$ cat src/rtl/game_pkg.sv
// Shared encodings for the mole game: state values, LFSR taps and UART command bytes.
// Constants only; no timing or flow-control behaviour lives here.
package game_pkg;

    typedef enum logic [1:0] {
        IDLE      = 2'd0,
        COUNTDOWN = 2'd1,
        PLAY      = 2'd2,
        OVER      = 2'd3
    } game_state_t;

    // Galois taps for x^16 + x^14 + x^13 + x^11 + 1 (right-shifting form)
    localparam logic [15:0] LFSR_TAPS = 16'hB400;

    localparam logic [7:0] CMD_START = 8'h53;  // 'S'
    localparam logic [7:0] CMD_HIT   = 8'h48;  // 'H'

endpackage

$ cat src/rtl/mole_lfsr.sv
// Free-running 16-bit Galois LFSR exposing its low byte; advances every clock, one-cycle latency.
// No backpressure: the sequence never stalls, consumers sample whenever they need a value.
module mole_lfsr
    import game_pkg::*;
#(
    parameter logic [15:0] SEED = 16'hACE1
) (
    input  logic       clock,
    input  logic       reset,
    output logic [7:0] rand_byte
);

    logic [15:0] lfsr_q;

    always_ff @(posedge clock) begin
        if (!reset) begin
            lfsr_q <= SEED;
        end else begin
            lfsr_q <= (lfsr_q >> 1) ^ (lfsr_q[0] ? LFSR_TAPS : 16'h0000);
        end
    end

    assign rand_byte = lfsr_q[7:0];

endmodule

$ cat src/rtl/mole_game_core.sv
// Whack-a-mole engine: countdown, timed play with expiring moles, hit/miss scoring, high score.
// All outputs registered, inputs act at the next edge; pulse inputs only, no backpressure.
module mole_game_core
    import game_pkg::*;
#(
    parameter int          N_MOLES         = 5,
    parameter int          SCORE_W         = 8,
    parameter int          TIME_W          = 6,
    parameter int          GAME_TICKS      = 30,
    parameter int          COUNTDOWN_TICKS = 3,
    parameter int          MOLE_TICKS      = 2,
    parameter logic [15:0] LFSR_SEED       = 16'hACE1,
    localparam int         IDX_W           = $clog2(N_MOLES)
) (
    input  logic               clock,
    input  logic               reset,
    input  logic               start,
    input  logic               tick,
    input  logic [N_MOLES-1:0] hit_mask,
    input  logic               ext_hit,
    output logic [N_MOLES-1:0] mole_mask,
    output logic [IDX_W-1:0]   mole_index,
    output logic               mole_event,
    output logic [1:0]         state,
    output logic [3:0]         countdown,
    output logic [TIME_W-1:0]  time_left,
    output logic [SCORE_W-1:0] score,
    output logic [SCORE_W-1:0] miss_count,
    output logic [SCORE_W-1:0] high_score,
    output logic               game_done
);

    localparam int AGE_W = (MOLE_TICKS > 1) ? $clog2(MOLE_TICKS) : 1;

    game_state_t        state_q, state_d;
    logic [3:0]         countdown_q, countdown_d;
    logic [TIME_W-1:0]  time_left_q, time_left_d;
    logic [SCORE_W-1:0] score_q, score_d, miss_q, miss_d, high_q, high_d;
    logic [N_MOLES-1:0] mole_mask_q, mole_mask_d, mask_after;
    logic [IDX_W-1:0]   mole_index_q, mole_index_d;
    logic               mole_event_q, mole_event_d, game_done_q, game_done_d;
    logic [AGE_W-1:0]   age_q, age_d;
    logic               hit, expire, spawn;
    logic [7:0]         rand_byte, cand_mod;
    logic [IDX_W-1:0]   cand, spawn_idx;

    function automatic logic [SCORE_W-1:0] sat_inc(input logic [SCORE_W-1:0] v);
        return (&v) ? v : v + SCORE_W'(1);
    endfunction

    mole_lfsr #(.SEED(LFSR_SEED)) u_lfsr (
        .clock     (clock),
        .reset     (reset),
        .rand_byte (rand_byte)
    );

    // Step past the previous position so the same hole never lights twice in a row
    assign cand_mod  = rand_byte % 8'(N_MOLES);
    assign cand      = IDX_W'(cand_mod);
    assign spawn_idx = (cand != mole_index_q) ? cand :
                       (cand == IDX_W'(N_MOLES - 1)) ? '0 : cand + IDX_W'(1);

    always_comb begin
        state_d      = state_q;
        countdown_d  = countdown_q;
        time_left_d  = time_left_q;
        score_d      = score_q;
        miss_d       = miss_q;
        high_d       = high_q;
        mole_mask_d  = mole_mask_q;
        mole_index_d = mole_index_q;
        age_d        = age_q;
        mole_event_d = 1'b0;
        game_done_d  = 1'b0;
        hit          = 1'b0;
        expire       = 1'b0;
        spawn        = 1'b0;
        mask_after   = mole_mask_q;

        case (state_q)
            IDLE, OVER: begin
                if (start) begin
                    state_d     = COUNTDOWN;
                    countdown_d = 4'(COUNTDOWN_TICKS);
                    score_d     = '0;
                    miss_d      = '0;
                end
            end
            COUNTDOWN: begin
                if (tick) begin
                    if (countdown_q == 4'd1) begin
                        state_d     = PLAY;
                        countdown_d = '0;
                        time_left_d = TIME_W'(GAME_TICKS);
                        spawn       = 1'b1;
                    end else begin
                        countdown_d = countdown_q - 4'd1;
                    end
                end
            end
            PLAY: begin
                hit = (|(hit_mask & mole_mask_q)) || (ext_hit && (|mole_mask_q));
                if (hit) begin
                    score_d    = sat_inc(score_q);
                    mask_after = '0;
                end else if (|hit_mask) begin
                    miss_d = sat_inc(miss_q);
                end
                mole_mask_d = mask_after;
                if (tick) begin
                    if (time_left_q == TIME_W'(1)) begin
                        // A mole still up on the final tick is not charged as a miss
                        state_d     = OVER;
                        time_left_d = '0;
                        mole_mask_d = '0;
                        game_done_d = 1'b1;
                        if (score_d > high_q) high_d = score_d;
                    end else begin
                        time_left_d = time_left_q - TIME_W'(1);
                        expire = (|mask_after) && (age_q == AGE_W'(MOLE_TICKS - 1));
                        if (expire) miss_d = sat_inc(miss_d);
                        if (!(|mask_after) || expire) spawn = 1'b1;
                        else age_d = age_q + AGE_W'(1);
                    end
                end
            end
            default: ;
        endcase

        if (spawn) begin
            mole_mask_d  = {{(N_MOLES-1){1'b0}}, 1'b1} << spawn_idx;
            mole_index_d = spawn_idx;
            mole_event_d = 1'b1;
            age_d        = '0;
        end
    end

    always_ff @(posedge clock) begin
        if (!reset) begin
            state_q      <= IDLE;
            countdown_q  <= '0;
            time_left_q  <= '0;
            score_q      <= '0;
            miss_q       <= '0;
            high_q       <= '0;
            mole_mask_q  <= '0;
            mole_index_q <= '0;
            mole_event_q <= 1'b0;
            game_done_q  <= 1'b0;
            age_q        <= '0;
        end else begin
            state_q      <= state_d;
            countdown_q  <= countdown_d;
            time_left_q  <= time_left_d;
            score_q      <= score_d;
            miss_q       <= miss_d;
            high_q       <= high_d;
            mole_mask_q  <= mole_mask_d;
            mole_index_q <= mole_index_d;
            mole_event_q <= mole_event_d;
            game_done_q  <= game_done_d;
            age_q        <= age_d;
        end
    end

    assign state      = state_q;
    assign countdown  = countdown_q;
    assign time_left  = time_left_q;
    assign score      = score_q;
    assign miss_count = miss_q;
    assign high_score = high_q;
    assign mole_mask  = mole_mask_q;
    assign mole_index = mole_index_q;
    assign mole_event = mole_event_q;
    assign game_done  = game_done_q;

endmodule

$ cat config.mk
export PLATFORM = sky130hd
export DESIGN_NAME = mole_game_core
export DESIGN_NICKNAME = d
export VERILOG_FILES = /design/src/rtl/game_pkg.sv /design/src/rtl/mole_lfsr.sv /design/src/rtl/mole_game_core.sv
export SDC_FILE = /design/constraint.sdc
export NUM_CORES = 1
export LEC_CHECK = 0
export BUFFER_PORTS_ARGS = -buffer_cell sky130_fd_sc_hd__buf_2
export CAP_MARGIN = 20
export CORE_UTILIZATION = 30
export CTS_BUF_LIST = sky130_fd_sc_hd__clkbuf_4
export CTS_CLUSTER_SIZE = 14
export DETAILED_ROUTE_END_ITERATION = 10
export SYNTH_ARGS = -nofsm -noshare
export SYNTH_HDL_FRONTEND = slang
export SYNTH_HIERARCHICAL = 1
export SYNTH_SLANG_ARGS = --single-unit
export TNS_END_PERCENT = 100
$ cat constraint.sdc
create_clock -name clock -period 9.45 [get_ports clock]
set_input_delay 0.4725 -clock clock [delete_from_list [all_inputs] [get_ports clock]]
set_output_delay 0.4725 -clock clock [all_outputs]
set_load 0.01 [all_outputs]
==> results.py <==
metrics = {
    "min_path": {
        "whs_path_depth": 3,
        "hp-class": "in -> reg",
    },
    "grt": {
        "grt_pass1_wl_um": 18820,
        "grt_max_degree": 63,
        "grtUsageTotal_pct": 14.18,
        "overflow": 0,
        "antenna_found_initial": 0,
        "grt_pass1_vias": 3863,
    },
    "clocking": {
        "post_cts_resized": 0,
        "clockBufferDepth": 2,
        "cts_sinks": 63,
        "cts_tree": "built",
        "clk_pin_slew_worst_paths_ns": 0.11,
        "cts_buffers": 9,
        "insertion_delay_ns": 0.44,
        "post_cts_buffers": 0,
        "htreeDepth": 3,
        "ctsRootBufferMaster": "clkbuf_4",
        "holdBufCountCts": 0,
    },
    "synth": {
        "ys_ff_latch": 63,
        "synth_area_um2": 4741,
        "synthArstFlopShare_pct": 0,
        "ys_warn_count": 6,
        "synthTopCellsByArea": "dfxtp_1 27%, ha_1 5.8%, nand2_1 3.7%",
        "synthTopCellsByCount": "63 x dfxtp_1, 47 x nand2_1, 29 x a21oi_1",
        "avgSynthCellArea_um2": 8.132,
        "synth_cell_types": 78,
        "syn-num-nets": 615,
        "synth_edf_count": 0,
        "seq_area_frac_synth_pct": 26.60,
        "ys.flop_type": "dfxtp_1",
        "syn_inst": 583,
        "synth_top_area_share_pct": 26.60,
        "synth_most_common_cell": "dfxtp_1",
        "post-synth-top-area-cell": "dfxtp_1",
    },
    "final_layout": {
        "drive_above_1_share_pct": 15.51,
        "final_cells": 830,
        "antenna_cells": 0,
        "syn_to_final_growth_pct": 10.45,
        "nets": 647,
        "final_core_util_pct": 34.19,
    },
    "sta": {
        "final.min_clock_period_ns": 5.268,
        "finalSetupTns_ns": 0,
        "finalMaxSlewViolations": 0,
        "fmax_mhz": 189.8,
        "fin_worst_skew_ns": 0.02424,
        "setup_viol_count_final": 0,
        "period_share_pct": 55.74,
        "hold_viol": 0,
        "worst_slew_pin_slew_ns": 0.7704,
        "hold-worst-slack_ns": 0.3880,
        "rsz0062_at_grt": "false",
        "slew-limit-headroom_pct": 48.61,
    },
    "power": {
        "clock_power_share_pct": 21.6,
        "seqPwrFrac_pct": 37.8,
        "power_density_nw_per_um2": 164.7,
        "switching_power_uw": 352.5,
        "internal-power_uw": 509.9,
        "vdd_drop_max_mv": 0.1053,
        "cellLeakagePower_uw": 0.002068,
        "power_frac_comb_pct": 40.7,
        "swShare_pct": 40.88,
    },
    "detailed_routing": {
        "drt_first_pass_iters": 5,
        "drc": 0,
        "drt-total-wl_um": 11190,
        "ant_nets": 0,
        "drt_iter0_markers": 300,
        "vias": 4301,
        "viasPerCell": 5.182,
        "wl_per_cell_um": 13.48,
    },
    "status": {
        "status": "completed",
    },
    "floorplanning": {
        "dieHeight_um": 127.7,
        "start_util_pct": 30.96,
        "die_w_um": 127.7,
        "io_pins": 56,
        "num_rows": 45,
        "coreArea_um2": 15310,
        "die_area_um2": 16310,
    },
    "setup_path": {
        "rr_endpoint": "mole_mask[0]",
        "startpoint": "u_lfsr/lfsr_q[2]",
        "reg2reg_depth": 18,
        "slowest_stage": "dfxtp_1",
        "critPathArrivalTime_ns": 5.59,
        "critical_path_class": "reg -> reg",
        "cp-start-kind": "flop",
        "rr_startpoint": "u_lfsr/lfsr_q[2]",
        "crit_fanout": 22,
        "cp.required_ns": 9.77,
        "slowest_delay_ns": 0.77,
        "endpoint": "mole_mask[0]",
        "r2r_slack_ns": 4.18,
        "crit_path_end_kind": "flop",
        "crit_path_cell_trace": "clkinv_1 > xnor2_1 > a221o_1 > o31ai_2 > ha_1 > nor2_1 > o21a_1 > a221o_1 > and2_4 > a21o_1 > ha_1 > nand2b_1 > and3_1 > nor4_1 > nor3b_1 > and2_1 > a31o_1 > a32o_1",
    },
    "placed_design": {
        "dp.cells": 815,
        "port_buffers": 55,
        "post-dp-hpwl_um": 8032,
        "place_congestion": 0.8326,
    },
    "flow_run": {
        "cap_violations": 0,
    },
}
==> kinds of logic (layout without fill, tap and decap cells) <==
kind of cell	count (synthesis)	count (layout)	share of synthesized area, %
adder cells (fa/ha/maj)	23	23	6.017
buffers and inverters	67	103	6.598
XOR/XNOR	22	22	4.223
multiplexers	17	17	3.642
flip-flops	63	63	26.60
AO/OA/AOI/OAI	161	161	26.10
AND/OR/NAND/NOR	230	230	26.81
==> worst max-delay path, delay by kind of cell, from the launching register on <==
kind                       cells  cell delay [ns]
buffers and inverters          1             0.43
xor gates and xnor gates       1             0.23
and+or+nand+nor                7             1.36
adders and majority gates      2             0.52
DFF                            1             0.77
AOI/OAI and AO/OA              7             1.87
==> cells in the final DEF (no fill, tap or decap), drive strengths merged, types with 11 or more instances in the layout <==
cell type  netlist  routed
a21oi           29      29
a22oi           11      11
and2            22      22
buf             20      59
dfxtp           63      63
ha              22      22
inv             27      27
mux2i           15      15
nand2           47      47
nand2b          17      17
nand3           24      24
nand4           11      11
nor2            26      26
nor2b           25      25
nor3            13      13
o21ai           29      29
xnor2           13      13
==> power groups by stage <==
stage / logic, µW / clock network [µW] / registers (µW)
4_1_cts: 351 / 193 / 326
6_report: 351 / 186 / 326
2_1_floorplan: 265 / 0 / 328
5_1_grt: 399 / 205 / 331
3_5_place_dp: 349 / 0 / 332
3_3_place_gp: 348 / 0 / 332
==> through the flow <==
step / power, µW / area (µm²) / worst slack [ns]
CTS: 869.4 / 5236 / 4.279
global route: 935.1 / 5236 / 3.720
detailed placement: 680.6 / 5106 / 4.301
global placement: 680.1 / 5106 / 4.463
floorplan: 593.6 / 4741 / 5.015
finish: 862.4 / 5236 / 4.182
==> worst min path at each step <==
stage	slack (ns)	from	endpoint
after global placement	0.39	u_lfsr/lfsr_q[8]	u_lfsr/lfsr_q[7]
after CTS	0.35	tick	age_q
final	0.39	tick	age_q
after floorplan	0.39	u_lfsr/lfsr_q[12]	u_lfsr/lfsr_q[11]
after detailed placement	0.40	u_lfsr/lfsr_q[8]	u_lfsr/lfsr_q[7]
after global routing	0.39	tick	game_done
==> layer usage <==
layer	routed length, µm	vias up	GRT usage (%)
met5	0	-	0
met3	530	12	3.130
met2	4747	106	22.24
li1	-	2209	-
met1	5742	1974	19.18
met4	170	0	4.844
==> flip-flops by register name, summed over array words and instances (netlist names) <==
| signal | count |
|---|---|
| mole_event | 1 |
| time_left | 6 |
| high_score | 8 |
| countdown | 4 |
| game_done | 1 |
| mole_mask | 5 |
| state | 2 |
| mole_index | 3 |
| age_q | 1 |
| u_lfsr/lfsr_q | 16 |
| score | 8 |
| miss_count | 8 |
==> final cells by class <==
class / instances / area, µm²
clock buffer: 9 / 67.56
clock inverter: 6 / 62.56
fill: 1631 / 10080
inverter: 29 / 108.9
multi-input combinational: 453 / 3167
sequential: 63 / 1261
tap: 211 / 264.0
timing repair buffer: 59 / 305.3
Note: power is estimated with default switching activity, not from simulation.
